--- src/rtl/wb_bridge_pkg.sv ---
// Shared definitions for the Wishbone-to-SPRAM bridge.
//   state_t  : bridge FSM states
//   WB_ADR_W : Wishbone byte-address width
//   WB_DAT_W : Wishbone data width
package wb_bridge_pkg;

  localparam int WB_ADR_W = 24;
  localparam int WB_DAT_W = 32;

  typedef enum logic [2:0] {
    IDLE   = 3'd0,
    WR_LO  = 3'd1,
    WR_HI  = 3'd2,
    RD_LO  = 3'd3,
    RD_HI  = 3'd4,
    RD_END = 3'd5,
    ACK    = 3'd6
  } state_t;

endpackage

--- src/rtl/wb_spram_bridge.sv ---
// Wishbone-classic slave mapping 32-bit accesses onto a 16-bit single-port
// RAM as two half-word accesses (low half first). Out-of-window accesses are
// acked after one cycle; reads return MISS_DAT, writes are dropped.
// Ports:
//   clk, rst_n            clock, asynchronous active-low reset
//   i_wb_cyc/stb/we/adr/dat  Wishbone request (stb sampled only in IDLE)
//   o_wb_ack, o_wb_dat    registered one-cycle ack and read data
//   o_mem_cs/we/adr/wdat  RAM control, half-word address, write data
//   i_mem_rdat            RAM read data, one cycle after cs & ~we
//   o_busy                FSM not in IDLE
module wb_spram_bridge
  import wb_bridge_pkg::*;
#(
  parameter int                   MEM_AW   = 14,
  parameter logic [WB_ADR_W-1:0]  BASE_ADR = 24'h000000,
  parameter logic [WB_DAT_W-1:0]  MISS_DAT = 32'hDEADBEEF
) (
  input  logic                clk,
  input  logic                rst_n,
  input  logic                i_wb_cyc,
  input  logic                i_wb_stb,
  input  logic                i_wb_we,
  input  logic [WB_ADR_W-1:0] i_wb_adr,
  input  logic [WB_DAT_W-1:0] i_wb_dat,
  output logic                o_wb_ack,
  output logic [WB_DAT_W-1:0] o_wb_dat,
  output logic                o_mem_cs,
  output logic                o_mem_we,
  output logic [MEM_AW-1:0]   o_mem_adr,
  output logic [15:0]         o_mem_wdat,
  input  logic [15:0]         i_mem_rdat,
  output logic                o_busy
);

  state_t            state;
  logic [MEM_AW-2:0] word_q;
  logic [15:0]       dat_hi_q;
  logic              mem_cs_q;
  logic              mem_we_q;
  logic              hit;
  logic              unused_adr;

  assign hit        = (i_wb_adr[WB_ADR_W-1:MEM_AW+1] == BASE_ADR[WB_ADR_W-1:MEM_AW+1]);
  assign unused_adr = ^i_wb_adr[1:0];
  assign o_busy     = (state != IDLE);

  // The RAM strobe is qualified by cyc so that dropping cyc suppresses the
  // access of that very cycle (an abort in WR_HI leaves only the low half).
  assign o_mem_cs = mem_cs_q & i_wb_cyc;
  assign o_mem_we = mem_we_q & i_wb_cyc;

  always_ff @(posedge clk or negedge rst_n) begin
    if (!rst_n) begin
      state      <= IDLE;
      word_q     <= '0;
      dat_hi_q   <= '0;
      mem_cs_q   <= 1'b0;
      mem_we_q   <= 1'b0;
      o_mem_adr  <= '0;
      o_mem_wdat <= '0;
      o_wb_ack   <= 1'b0;
      o_wb_dat   <= '0;
    end else begin
      o_wb_ack <= 1'b0;
      mem_cs_q <= 1'b0;
      mem_we_q <= 1'b0;
      case (state)
        IDLE: begin
          if (i_wb_cyc && i_wb_stb) begin
            word_q   <= i_wb_adr[MEM_AW:2];
            dat_hi_q <= i_wb_dat[31:16];
            if (hit) begin
              // Outputs for the first half-word are set up on entry.
              mem_cs_q   <= 1'b1;
              mem_we_q   <= i_wb_we;
              o_mem_adr  <= {i_wb_adr[MEM_AW:2], 1'b0};
              o_mem_wdat <= i_wb_dat[15:0];
              state      <= i_wb_we ? WR_LO : RD_LO;
            end else begin
              o_wb_ack <= 1'b1;
              if (!i_wb_we) o_wb_dat <= MISS_DAT;
              state <= ACK;
            end
          end
        end
        WR_LO: begin
          if (!i_wb_cyc) begin
            state <= IDLE;
          end else begin
            mem_cs_q   <= 1'b1;
            mem_we_q   <= 1'b1;
            o_mem_adr  <= {word_q, 1'b1};
            o_mem_wdat <= dat_hi_q;
            state      <= WR_HI;
          end
        end
        WR_HI: begin
          if (!i_wb_cyc) begin
            state <= IDLE;
          end else begin
            o_wb_ack <= 1'b1;
            state    <= ACK;
          end
        end
        RD_LO: begin
          if (!i_wb_cyc) begin
            state <= IDLE;
          end else begin
            mem_cs_q  <= 1'b1;
            o_mem_adr <= {word_q, 1'b1};
            state     <= RD_HI;
          end
        end
        RD_HI: begin
          // Low half-word from the RD_LO access is on i_mem_rdat now.
          if (!i_wb_cyc) begin
            state <= IDLE;
          end else begin
            o_wb_dat[15:0] <= i_mem_rdat;
            state          <= RD_END;
          end
        end
        RD_END: begin
          if (!i_wb_cyc) begin
            state <= IDLE;
          end else begin
            o_wb_dat[31:16] <= i_mem_rdat;
            o_wb_ack        <= 1'b1;
            state           <= ACK;
          end
        end
        ACK:     state <= IDLE;
        default: state <= IDLE;
      endcase
    end
  end

endmodule

--- config.mk ---
export PLATFORM = sky130hd
export DESIGN_NAME = wb_spram_bridge
export DESIGN_NICKNAME = d
export VERILOG_FILES = /design/src/rtl/wb_bridge_pkg.sv /design/src/rtl/wb_spram_bridge.sv
export SDC_FILE = /design/constraint.sdc
export NUM_CORES = 1
export LEC_CHECK = 0
export CORE_MARGIN = 5
export CORE_UTILIZATION = 50
export DETAILED_ROUTE_END_ITERATION = 8
export DONT_BUFFER_PORTS = 1
export GPL_ROUTABILITY_DRIVEN = 0
export PLACE_DENSITY = 0.77
export SLEW_MARGIN = 40
export SYNTH_ARGS = -nofsm -noshare
export SYNTH_HDL_FRONTEND = slang
export SYNTH_SLANG_ARGS = --single-unit
--- constraint.sdc ---
create_clock -name clk -period 6.36 [get_ports clk]
set_clock_uncertainty 0.2 [all_clocks]
set_input_delay 1.272 -clock clk [delete_from_list [all_inputs] [get_ports clk]]
set_output_delay 1.272 -clock clk [all_outputs]
set_load 0.02 [all_outputs]
==> reports/results.tsv, run 1 <==
stage	metric	value	unit
global_routing	initial antenna violation count	0	
drt	via count	2356	
critical_path	critical path capture point type	flip-flop	
worst_hold_path	Hold Path End	dat_hi_q[12]$_DFFE_PN0P_	
place	Post-DP HPWL	5.849	mm
sta	Final Slew Violations	0	
clock_tree	Reg clk slew, reported paths	0.09	ns
critical_path	crit path max-delay cell type	o21ai_4	
clock_tree	CTS Hold Bufs	0	
clock_tree	CTS tree	done	
finish	fill cell count	662	
drt	Via-to-Cell Ratio	5.965	
pwr	Lkg Pwr	1.813	nW
clock_tree	number of gates resized after cts	0	
die	initial core utilization	0.5099	
finish	Nets	362	
sta	Final Hold Fails	0	
pwr	Power Density	488.7	mW/mm²
logic_synthesis	Mapped Area	0.004148	mm²
critical_path	Required @ worst endpoint	6.39	ns
critical_path	critical path class	in -> reg	
logic_synthesis	Ys Warns	0	
pwr	VDD IR max	0.0002140	V
die	core footprint	0.008134	mm²
global_routing	overflow left after global routing	0	
critical_path	reg2reg end	o_mem_wdat[9]$_DFFE_PN0P_	
place	# port buffers	0	
clock_tree	Worst-Skew Late Latency	0.34	ns
sta	Setup TNS Final	0	ns
drt	DRT iter0 DRCs	63	
die	height of the chip	101.1	µm
critical_path	CP Cell Sequence	or4_1, or3_1, o21ai_4, mux2_2	
sta	crit path time final	3.323	ns
clock_tree	Post-CTS Setup Repair Bufs	0	
sta	final number of setup-violating endpoints	0	
drt	wire per inst	21.05	µm
logic_synthesis	Mapped Cells	287	
logic_synthesis	Post-synth EDFFs	0	
worst_hold_path	Worst Hold Depth	1	
sta	setup ws final	3.037	ns
worst_hold_path	Hold Crit Class	reg -> reg	
place	worst slack at placement	2.672	ns
die	die area	0.01022	mm²
clock_tree	Sink Count	97	
sta	fmax	300.9	MHz
logic_synthesis	synth cell count leaders	dfrtp_1, mux2_2, o22a_1	
sta	fin crit share	0.5225	
logic_synthesis	most area-consuming cells after synthesis	dfrtp_1, mux2_2, o22a_1	
clock_tree	Root Driver	clkbuf_8	
critical_path	FF-to-FF Start	state[2]$_DFFE_PN0N_	
logic_synthesis	FF+latch count, synth	97	
clock_tree	H-tree Lvls	3	
global_routing	vias in the first global route	2593	
clock_tree	clock buffer depth	2	
logic_synthesis	Distinct cells, synth	37	
finish	Area growth, synth to finish	6.063	%
sta	Slew @ Worst Pin	0.7866	ns
global_routing	overall global routing resource usage	0.1666	
critical_path	r2r worst-path depth	4	
drt	Initial DRT Pass Iterations	6	
sta	RSZ-0062 raised after global routing	false	
critical_path	max incr delay on CP	0.62	ns
die	# rows	33	
status	status	complete, no violations	
global_routing	largest net degree at the start of global routing	98	
logic_synthesis	most common flop cell mapped by yosys	dfrtp_1	
finish	ANT cells	0	
logic_synthesis	ys async rst share	1.000	
global_routing	first-pass GRT wire length	13.35	mm
flow_run	max_cap viols	0	
finish	share of layout cells above drive strength 1	0.3793	
critical_path	crit path launch type	input port	
die	num ports	143	
sta	relative slew slack	0.4756	
logic_synthesis	leading area contributor after synthesis	dfrtp_1	
drt	drc violations	0	
logic_synthesis	register area share after synthesis	0.5852	
drt	final WL	8.314	mm
worst_hold_path	Hold Crit Start	dat_hi_q[12]$_DFFE_PN0P_	
finish	fin util	0.5408	
critical_path	critical path peak fanout	16	
logic_synthesis	count leader, synth	dfrtp_1	
logic_synthesis	Mean Syn Cell Area	14.45	µm²
logic_synthesis	post-synthesis net count	364	
logic_synthesis	Synth top area share	0.5852	
die	DIE WIDTH	101.1	µm
critical_path	R2R Setup Slk	3.51	ns
drt	ANT nets after route	0	
clock_tree	CTS buffer count	9	
critical_path	CP Data Arrival Time	3.36	ns
cell type report:
class / count / area [µm²] / share of cell area
clock buffer: 12 / 155.1 / 0.03527
sequential: 97 / 2427 / 0.5518
timing repair buffer: 3 / 22.52 / 0.005119
inverter: 11 / 41.29 / 0.009386
multi-input combinational: 163 / 1594 / 0.3623
tap: 105 / 131.4 / 0.02986
clock inverter: 4 / 27.53 / 0.006257
how the worst max path moves through the flow:
stage,start,end,slack (ns),cells after the start
floorplan,i_wb_adr[17],o_mem_wdat[0]$_DFFE_PN0P_,3.04,6
finish,i_wb_adr[15],o_mem_wdat[9]$_DFFE_PN0P_,3.04,4
detailed placement,i_wb_adr[15],o_mem_wdat[9]$_DFFE_PN0P_,2.67,4
global route,state[1]$_DFFE_PN0N_,o_busy,2.96,2
global placement,i_wb_cyc,o_mem_wdat[10]$_DFFE_PN0P_,2.46,4
CTS,i_wb_adr[15],o_mem_wdat[9]$_DFFE_PN0P_,3.05,4
critical path: cells and delay by family:
family	cells	cell delay [ns]
compound gates	1	0.62
mux	1	0.41
simple gates	2	1.05
cells in the final DEF (no fill, tap or decap), drive strengths merged:
| cell | count |
|---|---|
| clkbuf | 12 |
| buf | 3 |
| a31oi | 1 |
| a22o | 5 |
| a311oi | 1 |
| nand3 | 2 |
| clkinvlp | 3 |
| a21oi | 4 |
| o31ai | 2 |
| inv | 11 |
| nand2b | 2 |
| nand2 | 7 |
| o21ai | 2 |
| nor3 | 3 |
| mux2 | 87 |
| a222oi | 1 |
| dfrtp | 97 |
| a211oi | 1 |
| o22ai | 6 |
| nor2 | 3 |
| or4 | 2 |
| clkinv | 1 |
| or3 | 2 |
| nor3b | 2 |
| a221o | 1 |
| and2 | 2 |
| o22a | 23 |
| nor2b | 2 |
| a221oi | 1 |
| a2bb2oi | 1 |
power breakdown:
| part | total [W] | internal [W] | switching [W] |
|---|---|---|---|
| combinational | 0.000442 | 0.000281 | 0.000161 |
| clock | 0.000363 | 0.000163 | 0.000200 |
| sequential | 0.00135 | 0.000904 | 0.000441 |
| total | 0.00215 | 0.00135 | 0.000802 |
through the flow:
step	instance area, µm²	total power (W)	std cells	hold slack, ns
floorplan	4148	0.001682	287	0.2737
CTS	4399	0.002177	395	0.3106
finish	4399	0.002150	395	0.3086
global placement	4209	0.001773	379	0.2815
global route	4399	0.002274	395	0.3210
detailed placement	4217	0.001811	379	0.2903
registers in the layout (all words and copies together) (netlist names), 3 cells and up:
| signal | flops |
|---|---|
| dat_hi_q | 16 |
| o_mem_adr | 14 |
| o_mem_wdat | 16 |
| o_wb_dat | 32 |
| state | 3 |
| word_q | 13 |
kinds of logic (layout without fill, tap and decap cells):
logic type | count (synthesis) | after routing | synth area share
flops | 97 | 97 | 0.5852
buf+inv | 27 | 30 | 0.03228
mux | 87 | 87 | 0.2452
simple gates | 27 | 27 | 0.03770
compound gates | 49 | 49 | 0.09955
per-layer routing:
layer  track usage  wire [µm]  share of wire
met1        0.2029       3213           0.39
met2        0.2626       4059           0.49
met3       0.07336        878           0.11
met4       0.06033        162          0.019
met5             0          0              0
(Power assumes the default switching activity.)
==> inputs of run 2 (changes only) <==
Settings changed: PLACE_DENSITY 0.77 to 0.8.
Clock period 6.36 ns to 2.9 ns, I/O delays scaled along.
==> run 2 against run 1 <==
  * The flow now finishes with violations (hold timing)
  * Wire length increased by 3.3%
  * Critical path type unchanged
  * Worst hold slack got worse by 0.59 ns
  * Setup slack got worse by 2.5 ns
==> reports/results.tsv, run 2 (synthesis results as in run 1) <==
stage	metric	value	unit
status	status	finished, violations left	
status	failing checks	hold timing	
die	core footprint	0.008134	mm²
flow_run	max_cap viols	0	
pwr	Sw Ratio	0.3763	
clock_tree	Root Driver	clkbuf_8	
sta	fmax	428.2	MHz
sta	relative slew slack	0.5725	
die	# rows	33	
worst_hold_path	Hold Crit Class	in -> async	
finish	most common cell after layout, fill and taps aside	dfrtp_1	
finish	share of layout cells above drive strength 1	0.3851	
finish	Largest Register	o_wb_dat	
finish	fin util	0.5464	
drt	final WL	8.592	mm
finish	ANT cells	0	
sta	Setup TNS Final	0	ns
sta	crit path time final	2.335	ns
finish	Top Registers	o_wb_dat (32), dat_hi_q (16), o_mem_wdat (16)	
clock_tree	Reg clk slew, reported paths	0.09	ns
drt	met3 WL	842	µm
drt	Max Used Layer	met4	
place	Post-DP HPWL	6.146	mm
pwr	Pint	0.002932	W
sta	fin crit share	0.8053	
clock_tree	Worst-Skew Late Latency	0.35	ns
die	die area	0.01022	mm²
critical_path	critical path capture point type	flip-flop	
finish	max reg flops	32	
pwr	Lkg Pwr	1.831	nW
place	DP Cell Count	385	
global_routing	first-pass GRT wire length	13.72	mm
die	initial core utilization	0.5099	
critical_path	critical path class	in -> reg	
finish	Area growth, synth to finish	7.149	%
die	DIE WIDTH	101.1	µm
die	num ports	143	
finish	Nets	368	
finish	highest-count cells in the layout ignoring fill and taps	dfrtp_1, mux2_2, o22a_1	
sta	RSZ-0062 raised after global routing	false	
place	# port buffers	0	
critical_path	critical path peak fanout	12	
sta	Slew @ Worst Pin	0.6397	ns
global_routing	largest net degree at the start of global routing	98	
pwr	Power Density	1058	mW/mm²
pwr	sequential share of power	0.629	
pwr	Net Sw Power	0.001770	W
global_routing	overflow left after global routing	0	
drt	Via-to-Cell Ratio	5.838	
sta	final number of setup-violating endpoints	0	
sta	Final Hold Fails	97	
pwr	VDD IR max	0.0004043	V
critical_path	crit path launch type	input port	
global_routing	overall global routing resource usage	0.1718	
global_routing	vias in the first global route	2573	
sta	Final Slew Violations	0	
clock_tree	CTS tree	done	
drt	Initial DRT Pass Iterations	5	
clock_tree	clock buffer depth	2	
drt	via count	2341	
drt	wire per inst	21.43	µm
clock_tree	number of gates resized after cts	0	
clock_tree	Post-CTS Setup Repair Bufs	0	
critical_path	Required @ worst endpoint	2.93	ns
pwr	combinational fraction of design power	0.212	
die	height of the chip	101.1	µm
sta	worst hold slack	-0.2842	ns
clock_tree	H-tree Lvls	3	
pwr	overall power	0.004702	W
drt	DRT iter0 DRCs	71	
critical_path	CP Data Arrival Time	2.36	ns
finish	final cell count without fillers	401	
drt	ANT nets after route	0	
drt	WL met2	4.395	mm
clock_tree	CTS buffer count	9	
drt	M1 WL	3.229	mm
finish	fill cell count	669	
clock_tree	Sink Count	97	
global_routing	initial antenna violation count	0	
drt	drc violations	0	
pwr	clock share of power	0.160	
run 2: cell count changes in the layout (fill, tap and decap cells not counted), sizes merged:
| cell | before | now |
|---|---|---|
| clkinv | 1 | 0 |
| buf | 3 | 9 |
| clkinvlp | 3 | 4 |
run 2: worst paths after layout:
check                                        startpoint                       end  slack, ns  cells past startpoint
min in group clk                               i_wb_cyc      state[1]$_DFFE_PN0N_       0.17                      2
worst max-delay path                       i_wb_adr[17]  o_mem_adr[4]$_DFFE_PN0P_       0.56                      5
worst max register to register     state[2]$_DFFE_PN0N_  o_mem_adr[4]$_DFFE_PN0P_       0.74                      5
max in group asynchronous                         rst_n  o_wb_dat[29]$_DFFE_PN0P_       2.65                      0
worst min register to register  dat_hi_q[0]$_DFFE_PN0P_   dat_hi_q[0]$_DFFE_PN0P_       0.31                      1
worst min-delay path                              rst_n     word_q[2]$_DFFE_PN0P_      -0.28                      0
run 2: final cells by class:
class / count / area (µm²) / share of cell area
sequential: 97 / 2427 / 0.5462
clock buffer: 12 / 135.1 / 0.03041
multi-input combinational: 163 / 1587 / 0.3570
tap: 105 / 131.4 / 0.02956
clock inverter: 4 / 30.03 / 0.006757
timing repair buffer: 9 / 92.59 / 0.02083
inverter: 11 / 41.29 / 0.009291
run 2: stage by stage:
stage	instance area (µm²)	worst slack, ns
after CTS	4444	0.5665
final	4444	0.5646
after floorplan	4148	0.2753
after global routing	4444	0.5000
after global placement	4279	0.2087
after detailed placement	4279	0.1982
run 2: power groups by stage:
stage	clock (W)	sequential, W	combinational [W]
floorplan	0	0.00280	0.000884
global placement	0	0.00296	0.000960
detailed placement	0	0.00300	0.00101
CTS	0.000790	0.00297	0.00102
global route	0.000851	0.00304	0.00111
finish	0.000751	0.00296	0.000996
run 2: critical path: stages:
cell and delay (ns):
or4_4 0.53, or3_1 0.50, o22ai_4 0.24, buf_12 0.18, mux2_2 0.33
run 2: routing by layer:
layer | global-route usage | vias to the layer above
li1 | - | 1051
met1 | 0.2125 | 1186
met2 | 0.2807 | 92
met3 | 0.05536 | 12
met4 | 0.06442 | 0
met5 | 0 | -
==> inputs of run 3 (changes only) <==
Settings changed: ABC_AREA set to 1, PLACE_DENSITY 0.8 to 0.77.
Clock period 2.9 ns to 2.4 ns, I/O delays scaled along.
==> run 3 against run 2 <==
  * The run still ends with hold timing left
  * Synthesized area grew 10%
  * Sequential cell count unchanged
  * Utilization down 2.5 points
  * Via count rose by 52%
  * Global-route usage rose by 2.2 points
  * Critical path depth grew 2
==> reports/results.tsv, run 3 <==
stage	metric	value	unit
status	status	finished, violations left	
status	failing checks	hold timing	
finish	share of layout cells above drive strength 1	0.07105	
finish	highest-count cells in the layout ignoring fill and taps	nand2_1, dfrtp_1, nand3_1	
sta	fin crit share	0.8544	
clock_tree	Worst-Skew Late Latency	0.35	ns
clock_tree	Reg clk slew, reported paths	0.11	ns
global_routing	initial antenna violation count	0	
die	core footprint	0.009109	mm²
pwr	Power Density	1272	mW/mm²
logic_synthesis	most area-consuming cells after synthesis	dfrtp_1, nand2_1, nand3_1	
logic_synthesis	mux cell area share after synthesis	0	
die	die area	0.01118	mm²
place	# port buffers	0	
critical_path	critical path launch point	state[1]$_DFFE_PN0N_	
finish	Area growth, synth to finish	3.522	%
drt	Via-to-Cell Ratio	5.272	
finish	ANT cells	0	
global_routing	M1 GR Usage	0.2434	
finish	Nets	635	
logic_synthesis	ys async rst share	1.000	
logic_synthesis	post-synthesis net count	649	
logic_synthesis	Synth Area in XOR/XNOR	0	
logic_synthesis	Ys Warns	0	
sta	worst hold slack	-0.3859	ns
logic_synthesis	register area share after synthesis	0.5296	
logic_synthesis	largest family of logic cells by synthesized area	simple AND/OR/NAND/NOR gates	
critical_path	critical path peak fanout	24	
finish	fin util	0.5209	
sta	crit path time final	2.051	ns
drt	wire per inst	15.48	µm
critical_path	critical path capture point type	flip-flop	
global_routing	overall global routing resource usage	0.1941	
drt	final WL	10.43	mm
clock_tree	Sink Count	97	
finish	fill cell count	872	
logic_synthesis	Mean Syn Cell Area	8.012	µm²
sta	final number of setup-violating endpoints	0	
finish	final cell count without fillers	674	
finish	most common cell after layout, fill and taps aside	nand2_1	
drt	via count	3553	
critical_path	crit path launch type	flip-flop	
logic_synthesis	Post-synth EDFFs	0	
global_routing	M2 GR Usage	0.3147	
logic_synthesis	post-synthesis compound-gate area fraction	0.07753	
logic_synthesis	FF+latch count, synth	97	
sta	RSZ-0062 raised after global routing	false	
finish	Top Registers	o_wb_dat (32), dat_hi_q (16), o_mem_wdat (16)	
critical_path	Required @ worst endpoint	2.50	ns
die	initial core utilization	0.5032	
worst_hold_path	Hold Crit Class	in -> async	
logic_synthesis	Synth top area share	0.5296	
global_routing	largest net degree at the start of global routing	98	
global_routing	first-pass GRT wire length	17.52	mm
critical_path	FF-to-FF Start	state[1]$_DFFE_PN0N_	
global_routing	overflow left after global routing	0	
sta	fmax	487.7	MHz
place	DP Cell Count	658	
finish	max reg flops	32	
place	placed inst area	0.004552	mm²
logic_synthesis	simple-gate share of the synthesized area	0.2992	
drt	ANT nets after route	0	
drt	DRT iter0 DRCs	195	
finish	post-route cell area	0.004745	mm²
global_routing	GRT busiest layer	met2	
sta	Setup TNS Final	0	ns
place	Post-DP HPWL	7.677	mm
sta	Slew @ Worst Pin	0.4202	ns
logic_synthesis	Mapped Area	0.004583	mm²
logic_synthesis	most common flop cell mapped by yosys	dfrtp_1	
clock_tree	CTS buffer count	9	
die	num ports	143	
die	height of the chip	105.7	µm
pwr	VDD IR max	0.0005618	V
clock_tree	clock buffer depth	2	
flow_run	max_cap viols	0	
clock_tree	Root Driver	clkbuf_8	
finish	register area	0.002427	mm²
finish	Largest Register	o_wb_dat	
logic_synthesis	Distinct cells, synth	21	
sta	Final Slew Violations	0	
logic_synthesis	Mapped Cells	572	
drt	drc violations	0	
logic_synthesis	Post-Synth Adder-Cell Area	0	
logic_synthesis	synth cell count leaders	nand2_1, dfrtp_1, nand3_1	
logic_synthesis	leading area contributor after synthesis	dfrtp_1	
sta	relative slew slack	0.7196	
global_routing	vias in the first global route	3528	
pwr	Lkg Pwr	2.524	nW
critical_path	critical path class	reg -> reg	
drt	Initial DRT Pass Iterations	5	
sta	Final Hold Fails	97	
logic_synthesis	count leader, synth	nand2_1	
clock_tree	number of gates resized after cts	0	
finish	Multi-input gate area	0.001727	mm²
clock_tree	H-tree Lvls	3	
clock_tree	Post-CTS Setup Repair Bufs	0	
die	DIE WIDTH	105.7	µm
global_routing	met3 Use GR	0.06981	
clock_tree	CTS tree	done	
die	# rows	35	
critical_path	CP Data Arrival Time	2.15	ns
## run 3: cell families after synthesis
family	Yosys count
buffers and inverters	90
AND/OR/NAND/NOR	315
AO/OA/AOI/OAI	70
flip-flops	97
## run 3: worst paths after layout
check / depth (start not counted) / end / slack [ns]
worst max-delay path: 7 / o_mem_adr[11]$_DFFE_PN0P_ / 0.35
worst min-delay path: 0 / o_mem_wdat[5]$_DFFE_PN0P_ / -0.39
worst max register to register: 7 / o_mem_adr[11]$_DFFE_PN0P_ / 0.35
worst min register to register: 2 / word_q[1]$_DFFE_PN0P_ / 0.34
max in group asynchronous: 0 / o_wb_dat[29]$_DFFE_PN0P_ / 2.22
min in group clk: 2 / dat_hi_q[12]$_DFFE_PN0P_ / 0.04
## run 3: area by class of cell
cell class / instances / area share
clock buffers: 10 / 0.02901
clock inverters: 6 / 0.01160
inverters: 61 / 0.04826
multi-input cells: 385 / 0.3639
flip-flops and latches: 97 / 0.5116
well taps: 111 / 0.02927
repair buffers: 4 / 0.006329
## run 3: worst max-delay path, cell delays in order (launching register included)
cell     delay, ns
dfrtp_1       0.47
nor2_4        0.22
nand3_2       0.16
inv_2         0.25
nand2_4       0.23
nand2_2       0.30
nand2_1       0.11
nand2_1       0.07
## run 3: stage by stage
stage,hold slack (ns),power (W),setup WS (ns)
CTS,-0.4085,0.006104,0.3413
floorplan,-0.01559,0.004692,0.7498
global route,-0.4267,0.006511,0.1581
global placement,-0.01100,0.004955,0.4204
detailed placement,-0.01182,0.005070,0.3485
finish,-0.3859,0.006035,0.3495
## run 3: routing by layer
metal | share of wire | wire length, µm
met5 | 0 | 0
met4 | 0.012 | 128
met3 | 0.10 | 1089
met2 | 0.48 | 5044
met1 | 0.40 | 4170
## run 3: report_power, final
part / internal (W) / switching, W / total, W
logic: 0.000547 / 0.00105 / 0.00160
clock network: 0.000428 / 0.000607 / 0.00104
registers: 0.00236 / 0.00104 / 0.00340
total: 0.00333 / 0.00270 / 0.00604
